**src/rtl/dcache_wb_buffer_pkg.sv**
```systemverilog
// Shared types for the Dcache write-back buffer: bus commands, victim address layout,
// buffer entry payload and drain FSM states.
package dcache_wb_buffer_pkg;

    localparam int unsigned WB_DEPTH = 4;
    localparam int unsigned PTR_W    = $clog2(WB_DEPTH);
    localparam int unsigned DATA_W   = 64;

    typedef enum logic [1:0] {
        BUS_NONE  = 2'h0,
        BUS_LOAD  = 2'h1,
        BUS_STORE = 2'h2
    } BUS_COMMAND;

    // 8-byte lines: low 3 bits are byte offset and never take part in a match
    typedef struct packed {
        logic [55:0] tag;
        logic [4:0]  set_index;
        logic [2:0]  ignore;
    } SASS_ADDR;

    typedef struct packed {
        logic              valid;
        SASS_ADDR          addr;
        logic [DATA_W-1:0] data;
    } WB_ENTRY_t;

    typedef enum logic {
        WB_IDLE = 1'b0,
        WB_REQ  = 1'b1
    } WB_STATE_t;

    function automatic logic line_match(input SASS_ADDR a, input SASS_ADDR b);
        return (a.tag == b.tag) && (a.set_index == b.set_index);
    endfunction

endpackage

```
**src/rtl/dcache_wb_buffer_age_match.sv**
```systemverilog
// Picks the youngest matching entry of the circular buffer as a one-hot select.
module wb_age_match
    import dcache_wb_buffer_pkg::*;
(
    input  logic [WB_DEPTH-1:0] i_match,
    input  logic [PTR_W-1:0]    i_tail,
    output logic [WB_DEPTH-1:0] o_sel
);

    logic [PTR_W-1:0] w_idx;

    // Walk from tail (oldest slot) towards tail-1 (youngest); the last hit wins.
    always_comb begin
        o_sel = '0;
        w_idx = '0;
        for (int k = 0; k < int'(WB_DEPTH); k++) begin
            w_idx = i_tail + PTR_W'(k);
            if (i_match[w_idx]) begin
                o_sel        = '0;
                o_sel[w_idx] = 1'b1;
            end
        end
    end

endmodule

```
**src/rtl/dcache_wb_buffer.sv**
```systemverilog
// Write-back buffer for dirty Dcache victims: FIFO drain to memory as BUS_STORE,
// load-miss forwarding of the youngest buffered copy, and flush completion status.
module dcache_wb_buffer
    import dcache_wb_buffer_pkg::*;
(
    input  logic              clock,
    input  logic              reset,
    input  logic              evict_push,
    input  SASS_ADDR          evict_addr,
    input  logic [DATA_W-1:0] evict_data,
    output logic              full,
    output logic              empty,
    output logic [PTR_W:0]    count,
    input  logic              rd_search,
    input  SASS_ADDR          rd_addr,
    output logic              rd_hit,
    output logic [DATA_W-1:0] rd_data,
    input  logic              mem_grant,
    output BUS_COMMAND        proc2mem_command,
    output logic [63:0]       proc2mem_addr,
    output logic [DATA_W-1:0] proc2mem_data,
    input  logic [3:0]        mem2proc_response,
    input  logic              flush,
    output logic              flush_done
);

    WB_ENTRY_t        r_entries [WB_DEPTH];
    logic [PTR_W-1:0] r_head;
    logic [PTR_W-1:0] r_tail;
    logic [PTR_W:0]   r_count;
    WB_STATE_t        r_state;
    logic             r_flush_done;

    logic [WB_DEPTH-1:0] w_fwd_match, w_fwd_sel;
    logic [WB_DEPTH-1:0] w_merge_match, w_merge_sel;
    logic                w_push, w_merge, w_alloc, w_pop, w_sending;
    logic [PTR_W:0]      w_count_next;
    logic [DATA_W-1:0]   w_fwd_data;

    // The head being offered to memory is frozen; a new copy of it must go to a fresh slot.
    always_comb begin
        w_fwd_match   = '0;
        w_merge_match = '0;
        for (int i = 0; i < int'(WB_DEPTH); i++) begin
            w_fwd_match[i]   = r_entries[i].valid && line_match(r_entries[i].addr, rd_addr);
            w_merge_match[i] = r_entries[i].valid && line_match(r_entries[i].addr, evict_addr)
                               && !((r_state == WB_REQ) && (PTR_W'(i) == r_head));
        end
    end

    wb_age_match u_fwd_age (
        .i_match (w_fwd_match),
        .i_tail  (r_tail),
        .o_sel   (w_fwd_sel)
    );

    wb_age_match u_merge_age (
        .i_match (w_merge_match),
        .i_tail  (r_tail),
        .o_sel   (w_merge_sel)
    );

    always_comb begin
        w_fwd_data = '0;
        for (int i = 0; i < int'(WB_DEPTH); i++) begin
            if (w_fwd_sel[i]) w_fwd_data = w_fwd_data | r_entries[i].data;
        end
    end

    assign full         = (r_count == (PTR_W+1)'(WB_DEPTH));
    assign empty        = (r_count == '0);
    assign count        = r_count;
    assign w_push       = evict_push && !full;
    assign w_merge      = |w_merge_sel;
    assign w_alloc      = w_push && !w_merge;
    assign w_sending    = (r_state == WB_REQ) && mem_grant;
    assign w_pop        = w_sending && (mem2proc_response != 4'd0);
    assign w_count_next = r_count + (PTR_W+1)'(w_alloc) - (PTR_W+1)'(w_pop);

    assign rd_hit           = rd_search && (|w_fwd_sel);
    assign rd_data          = rd_hit ? w_fwd_data : '0;
    assign proc2mem_command = w_sending ? BUS_STORE : BUS_NONE;
    assign proc2mem_addr    = w_sending ? 64'(r_entries[r_head].addr) : 64'd0;
    assign proc2mem_data    = w_sending ? r_entries[r_head].data : '0;
    assign flush_done       = r_flush_done;

    // Entry storage, pointers and drain FSM.
    always_ff @(posedge clock) begin
        if (reset) begin
            for (int i = 0; i < int'(WB_DEPTH); i++) r_entries[i] <= '0;
            r_head       <= '0;
            r_tail       <= '0;
            r_count      <= '0;
            r_state      <= WB_IDLE;
            r_flush_done <= 1'b0;
        end else begin
            for (int i = 0; i < int'(WB_DEPTH); i++) begin
                if (w_pop && (PTR_W'(i) == r_head)) r_entries[i].valid <= 1'b0;
                if (w_push && w_merge_sel[i]) r_entries[i].data <= evict_data;
                if (w_alloc && (PTR_W'(i) == r_tail)) begin
                    r_entries[i].valid <= 1'b1;
                    r_entries[i].addr  <= evict_addr;
                    r_entries[i].data  <= evict_data;
                end
            end
            if (w_pop)   r_head <= r_head + 1'b1;
            if (w_alloc) r_tail <= r_tail + 1'b1;
            r_count <= w_count_next;

            case (r_state)
                WB_IDLE: if (r_count != '0) r_state <= WB_REQ;
                WB_REQ:  if (w_pop) r_state <= (w_count_next != '0) ? WB_REQ : WB_IDLE;
                default: r_state <= WB_IDLE;
            endcase

            r_flush_done <= flush && (r_count == '0) && (r_state == WB_IDLE) && !evict_push;
        end
    end

endmodule

```
**config.mk**
```make
export PLATFORM = sky130hd
export DESIGN_NAME = dcache_wb_buffer
export DESIGN_NICKNAME = d
export VERILOG_FILES = /design/src/rtl/dcache_wb_buffer_pkg.sv /design/src/rtl/dcache_wb_buffer_age_match.sv /design/src/rtl/dcache_wb_buffer.sv
export SDC_FILE = /design/constraint.sdc
export NUM_CORES = 2
export LEC_CHECK = 0
export BUFFER_PORTS_ARGS = -buffer_cell sky130_fd_sc_hd__buf_4
export CELL_PAD_IN_SITES_DETAIL_PLACEMENT = 1
export CELL_PAD_IN_SITES_GLOBAL_PLACEMENT = 2
export CORE_ASPECT_RATIO = 1.4
export CORE_MARGIN = 5
export CORE_UTILIZATION = 40
export DETAILED_ROUTE_END_ITERATION = 16
export PLACE_DENSITY_LB_ADDON = 0.1
export SYNTH_ARGS = -nofsm -noshare
export SYNTH_HDL_FRONTEND = slang
export SYNTH_HIERARCHICAL = 1
export SYNTH_SLANG_ARGS = --single-unit
```
**constraint.sdc**
```tcl
create_clock -name clock -period 8.7 [get_ports clock]
set_input_delay 1.74 -clock clock [delete_from_list [all_inputs] [get_ports clock]]
set_output_delay 1.74 -clock clock [all_outputs]
set_load 0.005 [all_outputs]
```
==> flow_metrics.py <==
metrics = {
    "placed_design": {
        "numPortBuffers": 398,
        "place_worst_setup_slack_ns": 0.646,
        "dpl.hpwl_um": 116000,
        "postPlaceCellArea_mm2": 0.0363,
        "placed_cells": 3921,
        "gp_congestion": 1.09,
    },
    "finish": {
        "final_common_cell": "edfxtp_1",
        "post-route-cell-area_mm2": 0.0380,
        "area_growth_syn_to_layout_pct": 20.1,
        "final_core_util_pct": 48.2,
        "nets": 3149,
        "drive_gt1_share_pct": 24.5,
        "fillers": 8222,
        "fin_cells": 4030,
        "layout_common_cells": "516 x edfxtp_1, 442 x buf_4, 384 x and2_1, 259 x nor2b_1, 234 x xor2_1",
    },
    "power": {
        "ir_drop_mv": 0.156,
        "p_clk_share_pct": 28.7,
        "switchingPower_mw": 2.73,
        "p_per_area_mw_per_mm2": 213,
        "swShare_pct": 33.8,
        "total_leakage_power_nw": 13.9,
        "seqPwrFrac_pct": 43.9,
        "p_comb_share_pct": 27.4,
        "p_int_mw": 5.35,
        "p_total_mw": 8.08,
    },
    "timing": {
        "tightest_slew_ns": 1.02,
        "setup_tns_ns": 0,
        "hold_viol": 0,
        "clock.fmax_mhz": 123,
        "setup_viol": 0,
        "final_max_slew_viol_count": 0,
        "fin_crit_ns": 8.12,
        "hold_ws_ns": 0.576,
        "period_share_pct": 93.3,
        "finalClockSkew_ns": 0.0486,
        "relSlewSlack_pct": 31.6,
        "fin_ws_ns": 0.584,
        "rsz0062_at_grt": "false",
    },
    "worst_setup_path": {
        "reg2reg_depth": 20,
        "startpoint_type": "primary input",
        "worst-path-max-fanout": 20,
        "r2r-start": "r_entries[2][76]",
        "r2r_slack_ns": 2.58,
        "cp_slowest_stage_delay_ns": 0.73,
        "worst-setup-path-type": "in2out",
        "reg2reg_to": "r_state",
        "cp.arrival_ns": 6.38,
        "worstPathCellList": "buf_4 -> xnor2_1 -> nand4_1 -> nor4_1 -> nand4_1 -> nor3_1 -> mux4_2 -> clkinv_1 -> a211oi_2 -> o31ai_4 -> o41ai_2 -> buf_12 -> buf_12 -> a21oi_1 -> buf_4",
        "cp.required_ns": 6.96,
        "cp_slowest_cell": "nor3_1",
        "endpoint_kind": "primary output",
    },
    "floorplan": {
        "start_util_pct": 40.2,
        "die-area_mm2": 0.0849,
        "core_mm2": 0.0788,
        "rows": 122,
        "ios": 403,
        "die_w_um": 248,
        "dieHeight_um": 343,
    },
    "global_route": {
        "track_usage_pct": 35.5,
        "grt_max_degree": 85,
        "grt_pass1_wl_um": 208000,
        "grt_pass1_vias": 25500,
        "gr-total-overflow": 0,
        "antenna_found_initial": 14,
    },
    "synth": {
        "syn_avg_cell_area_um2": 12.2,
        "synthesis.area_mm2": 0.0316,
        "synth-main-ff-cell": "edfxtp_1",
        "synth_edf_count": 516,
        "synthesis.nets": 2821,
        "ys_async_sr_fraction_pct": 0,
        "ys.warnings.count": 6,
        "seq_area_frac_synth_pct": 49.7,
        "synth_cell_type_count": 55,
        "netlist_instances": 2596,
        "synth-seq-cells": 527,
    },
    "clocking": {
        "cts_buffers": 55,
        "cts_root_buffer": "clkbuf_16",
        "clk_pin_slew_ns": 0.06,
        "ctsHoldBuffers": 0,
        "cts_sinks": 527,
        "cts-htree-levels": 2,
        "cts_tree": "done",
        "clockBufferDepth": 3,
        "insertion_delay_ns": 0.67,
        "post_cts_buffers": 0,
        "ctsResizeCount": 0,
    },
    "routing": {
        "drt-total-wl_um": 154000,
        "drt_iter0_markers": 1998,
        "drtAntennaViolNets": 0,
        "routedWlPerCell_um": 38.3,
        "first_pass_iters": 5,
        "drc_errors": 0,
        "avgViaCountPerCell": 5.99,
        "vias": 24100,
    },
    "job": {
        "cap_violations": 0,
    },
    "worst_hold_path": {
        "hp-class": "reg2reg",
        "min_path_cells": 2,
        "hold_start": "r_head[1]",
    },
    "outcome": {
        "status": "complete, no violations",
    },
}
[cells in the mapped netlist, drive strengths merged, types with 15 or more instances]
master | n | area [um2]
edfxtp | 516 | 15500
and2 | 385 | 2410
nor2b | 263 | 1680
xor2 | 234 | 2050
xnor2 | 150 | 1310
a22oi | 140 | 1050
clkbuf | 140 | 551
mux4 | 136 | 3060
inv | 104 | 390
nor4 | 83 | 526
a21oi | 72 | 375
buf | 65 | 334
nand4 | 61 | 382
o22ai | 49 | 307
a221oi | 25 | 219
ha | 22 | 275
nand2 | 19 | 71.3
nand2b | 15 | 109
[power groups by stage]
stage / clock (mW) / combinational, mW / sequential (mW)
floorplan: 0 / 1.18 / 3.42
global placement: 0 / 2.19 / 3.55
detailed placement: 0 / 2.21 / 3.59
CTS: 2.36 / 2.22 / 3.53
global route: 2.45 / 2.29 / 3.56
finish: 2.32 / 2.21 / 3.55
[worst max path at each step]
stage	from	end	slack, ns	cells past startpoint
5_1_grt	rd_addr[13]	rd_data[19]	0.52	15
4_1_cts	rd_addr[13]	rd_data[19]	0.62	15
3_3_place_gp	rd_addr[13]	rd_data[19]	0.83	15
6_report	rd_addr[17]	rd_data[19]	0.58	15
2_1_floorplan	evict_addr[40]	r_entries[0][0]	0.63	13
3_5_place_dp	rd_addr[13]	rd_data[19]	0.65	15
[kinds of logic after synthesis]
family,after synthesis,synth area share (%)
simple gates,857,16.9
flops,527,49.7
xor+xnor,384,10.6
compound gates,345,7.71
buf+inv,313,4.08
mux,146,10.0
fa+ha+maj,23,0.934
other cells,1,0.0119
[registers in the layout, indices dropped and copies added (netlist names), named ones only]
register and count:
r_tail 2, r_head 2, r_state 1, flush_done 1, count 3, r_entries 516
[cell type report]
cell class | instances | area [um2] | area share (%)
clock buffers | 70 | 1450 | 3.83
diodes | 10 | 25.0 | 0.0659
flip-flops and latches | 527 | 15700 | 41.4
repair buffers | 476 | 4000 | 10.5
inverters | 108 | 405 | 1.07
clock inverters | 29 | 233 | 0.613
well taps | 1054 | 1320 | 3.47
multi-input cells | 1756 | 14800 | 39.0
[critical path: cells and delay by family]
family	cells	cell delay (ns)
buffers and inverters	5	0.83
AND/OR/NAND/NOR	4	1.81
AO/OA/AOI/OAI	4	0.94
multiplexers	1	0.49
XOR/XNOR	1	0.51
[layer usage]
layer  routed length [um]  up-vias  track usage (%)
met4                13500        6             23.6
met5                   34        -                0
met1                54300    12600             39.9
met2                76900     1108             61.4
met3                 9530      306             6.11
li1                     -    10100                -
No activity file was read; power rests on OpenSTA's default activity.
